[src/rtl/branch_resolver_if.sv]
// Execute-to-fetch bus for branch_resolver: instruction fields and ALU flags in, resolved redirect out.
// Carries misalign only when BRANCH_MISALIGN_EN is defined.
interface branch_resolver_if #(
  parameter int XLEN = 64
);
  logic            valid_in;
  logic            ready_in;
  logic [6:0]      opcode;
  logic [2:0]      funct3;
  logic            EQ;
  logic            GT_SN;
  logic            LT_SN;
  logic            GT_UN;
  logic            LT_UN;
  logic [XLEN-1:0] pc;
  logic [XLEN-1:0] imm;
  logic [XLEN-1:0] rs1;
  logic            valid_out;
  logic            ready_out;
  logic            taken;
  logic [XLEN-1:0] target;
  logic [XLEN-1:0] link;
  logic            flush;
`ifdef BRANCH_MISALIGN_EN
  logic            misalign;
`endif

  modport master (
`ifdef BRANCH_MISALIGN_EN
    input  misalign,
`endif
    output valid_in, opcode, funct3, EQ, GT_SN, LT_SN, GT_UN, LT_UN,
    output pc, imm, rs1, ready_out,
    input  ready_in, valid_out, taken, target, link, flush
  );

  modport slave (
`ifdef BRANCH_MISALIGN_EN
    output misalign,
`endif
    input  valid_in, opcode, funct3, EQ, GT_SN, LT_SN, GT_UN, LT_UN,
    input  pc, imm, rs1, ready_out,
    output ready_in, valid_out, taken, target, link, flush
  );
endinterface

[src/rtl/branch_resolver.sv]
// Resolves branch/JAL/JALR from ALU flags, registers the redirect behind valid/ready, then holds flush.
// Optional BRANCH_MISALIGN_EN: flags taken targets with bit 1 set and suppresses their flush.
//
// state | meaning
// IDLE  | ready for a new instruction
// HOLD  | result registered, waiting for ready_out
// FLUSH | taken transfer accepted, flush held until counter terminal count
module branch_resolver #(
  parameter int XLEN         = 64,
  parameter int FLUSH_CYCLES = 2
) (
  input logic              clk,
  input logic              rst_n,
  branch_resolver_if.slave bus
);
  localparam logic [1:0] IDLE  = 2'd0;
  localparam logic [1:0] HOLD  = 2'd1;
  localparam logic [1:0] FLUSH = 2'd2;

  localparam logic [6:0] OP_BRANCH = 7'b1100011;
  localparam logic [6:0] OP_JAL    = 7'b1101111;
  localparam logic [6:0] OP_JALR   = 7'b1100111;

  localparam logic [3:0] FLUSH_LOAD = 4'(FLUSH_CYCLES);

  logic [1:0]      state;
  logic [3:0]      flush_cnt;
  logic            dec_taken;
  logic [XLEN-1:0] dec_target;
  logic [XLEN-1:0] pc_plus4;
  logic [XLEN-1:0] br_target;
  logic [XLEN-1:0] jalr_sum;
  logic            go_flush;
  logic            unused_flags;

  // Greater-than flags are not needed: every condition is an EQ or LT test or its inverse.
  assign unused_flags = bus.GT_SN ^ bus.GT_UN;

  always_comb begin
    pc_plus4   = bus.pc + XLEN'(4);
    br_target  = bus.pc + bus.imm;
    jalr_sum   = bus.rs1 + bus.imm;
    dec_taken  = 1'b0;
    dec_target = pc_plus4;
    case (bus.opcode)
      OP_BRANCH: begin
        case (bus.funct3)
          3'b000:  dec_taken = bus.EQ;
          3'b001:  dec_taken = ~bus.EQ;
          3'b100:  dec_taken = bus.LT_SN;
          3'b101:  dec_taken = ~bus.LT_SN;
          3'b110:  dec_taken = bus.LT_UN;
          3'b111:  dec_taken = ~bus.LT_UN;
          default: dec_taken = 1'b0;
        endcase
        if (dec_taken) dec_target = br_target;
      end
      OP_JAL: begin
        dec_taken  = 1'b1;
        dec_target = br_target;
      end
      OP_JALR: begin
        dec_taken  = 1'b1;
        dec_target = {jalr_sum[XLEN-1:1], 1'b0};
      end
      default: begin
        dec_taken  = 1'b0;
        dec_target = pc_plus4;
      end
    endcase
  end

`ifdef BRANCH_MISALIGN_EN
  // A misaligned transfer is redirected by the exception path, so no flush here.
  assign go_flush = bus.taken & ~bus.misalign;
`else
  assign go_flush = bus.taken;
`endif

  assign bus.ready_in = (state == IDLE);

  always_ff @(posedge clk or negedge rst_n) begin
    if (!rst_n) begin
      state         <= IDLE;
      flush_cnt     <= 4'd0;
      bus.valid_out <= 1'b0;
      bus.taken     <= 1'b0;
      bus.target    <= '0;
      bus.link      <= '0;
      bus.flush     <= 1'b0;
`ifdef BRANCH_MISALIGN_EN
      bus.misalign  <= 1'b0;
`endif
    end else begin
      case (state)
        IDLE: begin
          if (bus.valid_in) begin
            bus.taken     <= dec_taken;
            bus.target    <= dec_target;
            bus.link      <= pc_plus4;
            bus.valid_out <= 1'b1;
`ifdef BRANCH_MISALIGN_EN
            bus.misalign  <= dec_taken & dec_target[1];
`endif
            state         <= HOLD;
          end
        end
        HOLD: begin
          if (bus.ready_out) begin
            bus.valid_out <= 1'b0;
            if (go_flush) begin
              flush_cnt <= FLUSH_LOAD;
              bus.flush <= 1'b1;
              state     <= FLUSH;
            end else begin
              state <= IDLE;
            end
          end
        end
        FLUSH: begin
          if (flush_cnt == 4'd1) begin
            flush_cnt <= 4'd0;
            bus.flush <= 1'b0;
            state     <= IDLE;
          end else begin
            flush_cnt <= flush_cnt - 4'd1;
          end
        end
        default: begin
          state     <= IDLE;
          bus.flush <= 1'b0;
        end
      endcase
    end
  end
endmodule

[src/flat_wrapper.sv]
// flat-port wrapper written by rule: the top's interface ports become plain ports
module branch_resolver_flat 
#(
  parameter int XLEN         = 64,
  parameter int FLUSH_CYCLES = 2
)
  (clk, rst_n, bus_valid_in, bus_opcode, bus_funct3, bus_EQ, bus_GT_SN, bus_LT_SN, bus_GT_UN, bus_LT_UN, bus_pc, bus_imm, bus_rs1, bus_ready_out, bus_ready_in, bus_valid_out, bus_taken, bus_target, bus_link, bus_flush);
  branch_resolver_if #(.XLEN(XLEN)) bus_i ();
  input logic clk;
  input logic rst_n;
  input wire logic [$bits(bus_i.valid_in)-1:0] bus_valid_in;
  input wire logic [$bits(bus_i.opcode)-1:0] bus_opcode;
  input wire logic [$bits(bus_i.funct3)-1:0] bus_funct3;
  input wire logic [$bits(bus_i.EQ)-1:0] bus_EQ;
  input wire logic [$bits(bus_i.GT_SN)-1:0] bus_GT_SN;
  input wire logic [$bits(bus_i.LT_SN)-1:0] bus_LT_SN;
  input wire logic [$bits(bus_i.GT_UN)-1:0] bus_GT_UN;
  input wire logic [$bits(bus_i.LT_UN)-1:0] bus_LT_UN;
  input wire logic [$bits(bus_i.pc)-1:0] bus_pc;
  input wire logic [$bits(bus_i.imm)-1:0] bus_imm;
  input wire logic [$bits(bus_i.rs1)-1:0] bus_rs1;
  input wire logic [$bits(bus_i.ready_out)-1:0] bus_ready_out;
  output wire logic [$bits(bus_i.ready_in)-1:0] bus_ready_in;
  output wire logic [$bits(bus_i.valid_out)-1:0] bus_valid_out;
  output wire logic [$bits(bus_i.taken)-1:0] bus_taken;
  output wire logic [$bits(bus_i.target)-1:0] bus_target;
  output wire logic [$bits(bus_i.link)-1:0] bus_link;
  output wire logic [$bits(bus_i.flush)-1:0] bus_flush;
  assign bus_i.valid_in = bus_valid_in;
  assign bus_i.opcode = bus_opcode;
  assign bus_i.funct3 = bus_funct3;
  assign bus_i.EQ = bus_EQ;
  assign bus_i.GT_SN = bus_GT_SN;
  assign bus_i.LT_SN = bus_LT_SN;
  assign bus_i.GT_UN = bus_GT_UN;
  assign bus_i.LT_UN = bus_LT_UN;
  assign bus_i.pc = bus_pc;
  assign bus_i.imm = bus_imm;
  assign bus_i.rs1 = bus_rs1;
  assign bus_i.ready_out = bus_ready_out;
  assign bus_ready_in = bus_i.ready_in;
  assign bus_valid_out = bus_i.valid_out;
  assign bus_taken = bus_i.taken;
  assign bus_target = bus_i.target;
  assign bus_link = bus_i.link;
  assign bus_flush = bus_i.flush;
  branch_resolver #(.XLEN(XLEN), .FLUSH_CYCLES(FLUSH_CYCLES)) u_core (.clk(clk), .rst_n(rst_n), .bus(bus_i));
endmodule
[config.mk]
export PLATFORM = sky130hd
export DESIGN_NAME = branch_resolver_flat
export DESIGN_NICKNAME = d
export VERILOG_FILES = /design/src/rtl/branch_resolver_if.sv /design/src/rtl/branch_resolver.sv /design/src/flat_wrapper.sv
export SDC_FILE = /design/constraint.sdc
export NUM_CORES = 1
export LEC_CHECK = 0
export BUFFER_PORTS_ARGS = -buffer_cell sky130_fd_sc_hd__clkbuf_2
export CAP_MARGIN = 20
export CORE_ASPECT_RATIO = 0.9
export CORE_MARGIN = 2
export CORE_UTILIZATION = 57
export CTS_BUF_LIST = sky130_fd_sc_hd__clkbuf_2 sky130_fd_sc_hd__clkbuf_4 sky130_fd_sc_hd__clkbuf_8
export CTS_CLUSTER_DIAMETER = 60
export DETAILED_ROUTE_END_ITERATION = 10
export GPL_ROUTABILITY_DRIVEN = 1
export PLACE_DENSITY = 0.84
export SYNTH_ARGS = -nofsm -noshare
export SYNTH_HDL_FRONTEND = slang
export SYNTH_SLANG_ARGS = --single-unit
[constraint.sdc]
create_clock -name clk -period 2.4 [get_ports clk]
set_input_delay 0.36 -clock clk [delete_from_list [all_inputs] [get_ports clk]]
set_output_delay 0.36 -clock clk [all_outputs]
set_load 0.02 [all_outputs]
==> impl_metrics.json, run 1 <==
{
  "worst_endpoint": "u_core.bus.target[54]$_DFFE_PN0P_/D",
  "die_height_um": 153.0,
  "ys_seq_area_frac": 0.2437,
  "gp_congestion": 1.111,
  "clockBufferDepth": 2,
  "io_pins": 343,
  "syn-num-nets": 2159,
  "muxShareOfSynthArea": 0.002846,
  "synth-xor-area-share": 0.1102,
  "ys.flop_type": "dfrtp_1",
  "port_buffers": 340,
  "stop_error": "[ERROR GRT-0232] Routing congestion too high. Check the congestion heatmap in the GUI.",
  "synth-seq-cells": 137,
  "grtUsageTotal": 0.8289,
  "htree_levels": 4,
  "stop_stage": "5_1_grt",
  "grt_overflow": 173,
  "synth.distinct_cells": 76,
  "status": "aborted with a tool error",
  "synth_fa_ha_area_frac": 0.1167,
  "place_hpwl_um": 49720,
  "clockRootBuffer": "clkbuf_8",
  "cts.sinks": 137,
  "synthArstFlopShare": 1.000,
  "synth_area_mm2": 0.01407,
  "worst-ep-kind": "register data pin",
  "syn_inst": 1818,
  "grt_max_degree": 89,
  "placed_cell_area_mm2": 0.02019,
  "die_w_um": 169.6,
  "synth_edf_count": 0,
  "synth_compound_area_frac": 0.2906,
  "synth-warning-count": 0,
  "cts_buffers": 17,
  "yosys.area_share.simple": 0.1970,
  "rows": 54,
  "syn_area_per_cell_um2": 7.737,
  "synth_top_family_by_area": "compound AO/OA/AOI/OAI gates",
  "start_util": 0.5799
}
[layer usage]
metal / global-route usage / GRT overflow
met1: 0.8181 / 4
met2: 0.9621 / 93
met3: 0.7284 / 2
met4: 0.8364 / 74
met5: 0.3573 / 0
[cells in the mapped netlist, types with 6 or more instances]
library cell    n  share of area
nand2_1       245          0.065
a21oi_1       157          0.056
o21ai_0       144          0.051
dfrtp_1       137           0.24
ha_1          128           0.11
nor2_1        113          0.030
clkbuf_1       96          0.026
xor2_1         94          0.059
a21o_1         89          0.048
xnor2_1        83          0.052
nand4_1        55          0.024
nand3_1        53          0.019
and3_1         35          0.016
a22oi_1        31          0.017
inv_1          31         0.0083
o22ai_1        28          0.012
a31oi_1        25          0.011
o21ai_1        24         0.0085
nor3_1         22         0.0078
o211ai_1       16         0.0085
o21a_1         16         0.0085
o21bai_1       16         0.0085
nand2b_1       15         0.0067
nor2b_1        15         0.0067
o221ai_1       12         0.0075
and4_1         11         0.0068
and2_1         10         0.0044
a221o_1         9         0.0064
o31ai_1         9         0.0048
a221oi_1        8         0.0050
a211oi_1        7         0.0037
buf_2           7         0.0025
a222oi_1        6         0.0043
[cells by family after synthesis]
logic type | Yosys count
xor+xnor | 177
simple gates | 593
mux | 4
compound gates | 638
flops | 137
buf+inv | 139
fa+ha+maj | 130
[per-stage QoR]
| step | instances | setup WS, ns | hold slack, ns | setup TNS (ns) | util |
|---|---|---|---|---|---|
| 4_1_cts | 2916 | -0.3864 | 0.1498 | -7.399 | 0.8834 |
| 3_5_place_dp | 2858 | -1.175 | 0.3900 | -49.73 | 0.8326 |
| 3_3_place_gp | 2858 | -1.015 | 0.3838 | -40.87 | 0.8326 |
| 2_1_floorplan | 1818 | -0.6258 | 0.06441 | -8.195 | - |
[timing repair]
action	4_1_cts
cloned	0
setup endpoints to repair	47
gates resized for setup	131
buffers inserted	26
hold buffers	1
pin swaps	112
endpoints found under the hold margin	56
==> run 2, diff against run 1 <==
Settings changed: CORE_ASPECT_RATIO 0.9 to unset, CORE_UTILIZATION 57 to 40, CTS_BUF_LIST sky130_fd_sc_hd__clkbuf_2 sky130_fd_sc_hd__clkbuf_4 sky130_fd_sc_hd__clkbuf_8 to unset, CTS_CLUSTER_DIAMETER 60 to unset, PLACE_DENSITY 0.84 to unset, PLACE_DENSITY_LB_ADDON set to 0.15.
==> run 2 against run 1 <==
The flow now finishes, with violations (negative setup slack). Area after synthesis did not move. Synthesized cell count did not move.
==> impl_metrics.json, run 2 <==
{
  "status": "finished with violations",
  "failed_checks": "negative setup slack",
  "synth_area_mm2": 0.01407,
  "place_hpwl_um": 49930,
  "clockBufferDepth": 2,
  "via_per_inst": 5.593,
  "slew_headroom": 0.5189,
  "mostFrequentLayoutCell": "buf_4",
  "cts_tree": "built",
  "rsz0062_at_grt": "true",
  "drt_first_pass_iters": 5,
  "worst_slack_ns": -0.5073,
  "final_nets": 3019,
  "combPwrFrac": 0.511,
  "final_cell_mix": "buf_4 (565), clkbuf_2 (329), nand2_1 (235), dfrtp_1 (137), a21oi_1 (123)",
  "hold_viol": 0,
  "syn_inst": 1818,
  "p_sw_mw": 5.122,
  "fill_cells": 2955,
  "largest_registers": "u_core.bus.link x64, u_core.bus.target x64, u_core.flush_cnt x4",
  "critPathMaxStageDelay_ns": 0.51,
  "ys_top_cells_by_area": "dfrtp_1 (24%), ha_1 (11%), nand2_1 (6.5%)",
  "leakagePower_nw": 11.20,
  "ys.flop_type": "dfrtp_1",
  "grt_pass1_vias": 17290,
  "irDropWorstVdd_mv": 0.4585,
  "port_buffers": 340,
  "synth-seq-cells": 137,
  "critPathCaptureType": "flip-flop",
  "syn_area_per_cell_um2": 7.737,
  "cp_data_required_time_ns": 2.74,
  "syn-num-nets": 2159,
  "crit_top_cell": "a21o_1",
  "finalCriticalPeriod_ns": 2.907,
  "gr-usage-met1": 0.4555,
  "hp-class": "primary input to flip-flop",
  "io_pins": 343,
  "final_antenna_net_count": 0,
  "ys_seq_area_frac": 0.2437,
  "maxSlewViolCount": 0,
  "crit_arrival_ns": 3.24,
  "synth_top_area_cell": "dfrtp_1",
  "synth_edf_count": 0,
  "synth.distinct_cells": 76,
  "die_height_um": 191.5,
  "finClkSkew_ns": 0.006563,
  "regArea_mm2": 0.003428,
  "synthArstFlopShare": 1.000,
  "cts_buffers": 17,
  "path_cells": "clkbuf_2 > ha_4 > a21o_1 > a21o_1 > a21oi_2 > nor3_1 > or4_4 > a21oi_4 > nand2_4 > a311o_1 > a31oi_1 > xor2_1 > o21ai_1 > o22a_1",
  "grt_pass1_wl_um": 94530,
  "cts.sinks": 137,
  "criticalPathCategory": "primary input to flip-flop",
  "insertion_delay_ns": 0.45,
  "core_mm2": 0.03463,
  "synthToLayoutAreaGrowth_pct": 64.94,
  "cts.clk_slew.worst_paths_ns": 0.06,
  "finalNonFillerCells": 3145,
  "crit_slowest_cell": "or4_4",
  "busiest_layer": "met2",
  "pwr-share-seq": 0.260,
  "swShare": 0.4102,
  "place_ws_ns": -1.153,
  "multi_input_area_mm2": 0.01185,
  "cp_max_fo": 2,
  "drc_errors": 0,
  "drive_above_1_share": 0.4513,
  "post-route-period-util": 1.211,
  "gp_congestion": 0.9654,
  "dp_cells": 3066,
  "grt_overflow": 0,
  "synth.most_common_cell": "nand2_1",
  "finalWirelength_um": 62270,
  "num_antenna_cells": 0,
  "wire_per_inst_um": 19.80,
  "antenna_found_initial": 0,
  "tightestPinTransition_ns": 0.7189,
  "grtUsageTotal": 0.3319,
  "clkPwrFrac": 0.229,
  "synth-warning-count": 0,
  "synth_top_area_frac": 0.2437,
  "timing.fmax_mhz": 344.0,
  "start_util": 0.4062,
  "setup_viol": 36,
  "drtIter0Drc": 1419,
  "use_met3": 0.05122,
  "use_met2": 0.5315,
  "internal-power_mw": 7.364,
  "htree_levels": 4,
  "clockRootBuffer": "clkbuf_16",
  "final_area_mm2": 0.02320,
  "die_w_um": 191.5,
  "placed_cell_area_mm2": 0.02085,
  "dieArea_mm2": 0.03668,
  "vias": 17591,
  "grt_max_degree": 59,
  "rows": 68,
  "synthTopCellsByCount": "nand2_1 (245), a21oi_1 (157), o21ai_0 (144)",
  "cap_viol_max_count": 0,
  "power.density_mw_per_mm2": 538.2,
  "worstSetupStartpointType": "primary input"
}
[run 2: cell counts after synthesis]
No cell type changed its count.
[run 2: kinds of logic after synthesis]
family	after synthesis	synth area share
buffers and inverters	139	0.03887
AOI/OAI and AO/OA	638	0.2906
and+or+nand+nor	593	0.1970
muxes	4	0.002847
xor gates and xnor gates	177	0.1102
adders and majority gates	130	0.1167
DFF	137	0.2437
[run 2: final cells by class]
cell class	instances	area share
Tap cell	455	0.02454
Multi-Input combinational cell	1542	0.5108
Clock inverter	13	0.007334
Timing Repair Buffer	949	0.2853
Clock buffer	18	0.01893
Sequential cell	137	0.1478
Inverter	31	0.005339
[run 2: repair_timing]
| item | 4_1_cts | 5_1_grt |
|---|---|---|
| pin swaps | 140 | 135 |
| hold buffers | 1 | 0 |
| hold endpoints to repair | 51 | 0 |
| setup endpoints to repair | 52 | 64 |
| setup buffers | 28 | 28 |
| resized for setup | 132 | 143 |
[run 2: path summary, 6_finish.rpt]
check | startpoint | end | slack [ns] | cells after the start
max in group asynchronous | rst_n | u_core.bus.link[15]$_DFFE_PN0P_ | 1.22 | 3
worst min register to register | u_core.bus.link[51]$_DFFE_PN0P_ | u_core.bus.link[51]$_DFFE_PN0P_ | 0.48 | 2
worst max register to register | u_core.state[0]$_DFFE_PN0P_ | u_core.bus.target[62]$_DFFE_PN0P_ | 0.42 | 6
worst min-delay path | bus_pc[0] | u_core.bus.link[0]$_DFFE_PN0P_ | 0.22 | 3
worst max-delay path | bus_imm[29] | u_core.bus.target[48]$_DFFE_PN0P_ | -0.51 | 14
min in group asynchronous | rst_n | u_core.bus.link[47]$_DFFE_PN0P_ | 0.46 | 2
[run 2: critical path: cells and delay by family]
family / cells / cell delay (ns)
AO/OA/AOI/OAI: 8 / 1.62
AND/OR/NAND/NOR: 3 / 0.68
buffers and inverters: 1 / 0.11
adder cells (fa/ha/maj): 1 / 0.24
XOR/XNOR: 1 / 0.22
[run 2: stage by stage]
stage	hold slack (ns)	TNS, ns	total power, mW	util
final	0.2244	-11.17	12.49	0.6700
after global routing	0.2445	-14.86	13.11	0.6700
after CTS	0.2115	-11.74	12.13	0.6447
after detailed placement	0.3707	-51.76	8.970	0.6021
after global placement	0.3688	-49.89	8.914	0.6021
after floorplan	0.06441	-8.195	6.248	-
[run 2: per-layer routing]
| layer | routed length (um) | part of all wire |
|---|---|---|
| met2 | 28490 | 0.46 |
| met1 | 27270 | 0.44 |
| met5 | 0 | 0 |
| met4 | 1802 | 0.029 |
| met3 | 4710 | 0.076 |
[run 2: power groups by stage]
| stage | clock network [mW] | logic [mW] | registers, mW |
|---|---|---|---|
| 6_report | 2.86 | 6.39 | 3.24 |
| 5_1_grt | 2.96 | 6.86 | 3.29 |
| 4_1_cts | 2.87 | 6.03 | 3.23 |
| 3_5_place_dp | 0 | 5.71 | 3.26 |
| 3_3_place_gp | 0 | 5.66 | 3.26 |
| 2_1_floorplan | 0 | 2.46 | 3.79 |
Power figures use the tool's default switching activity.
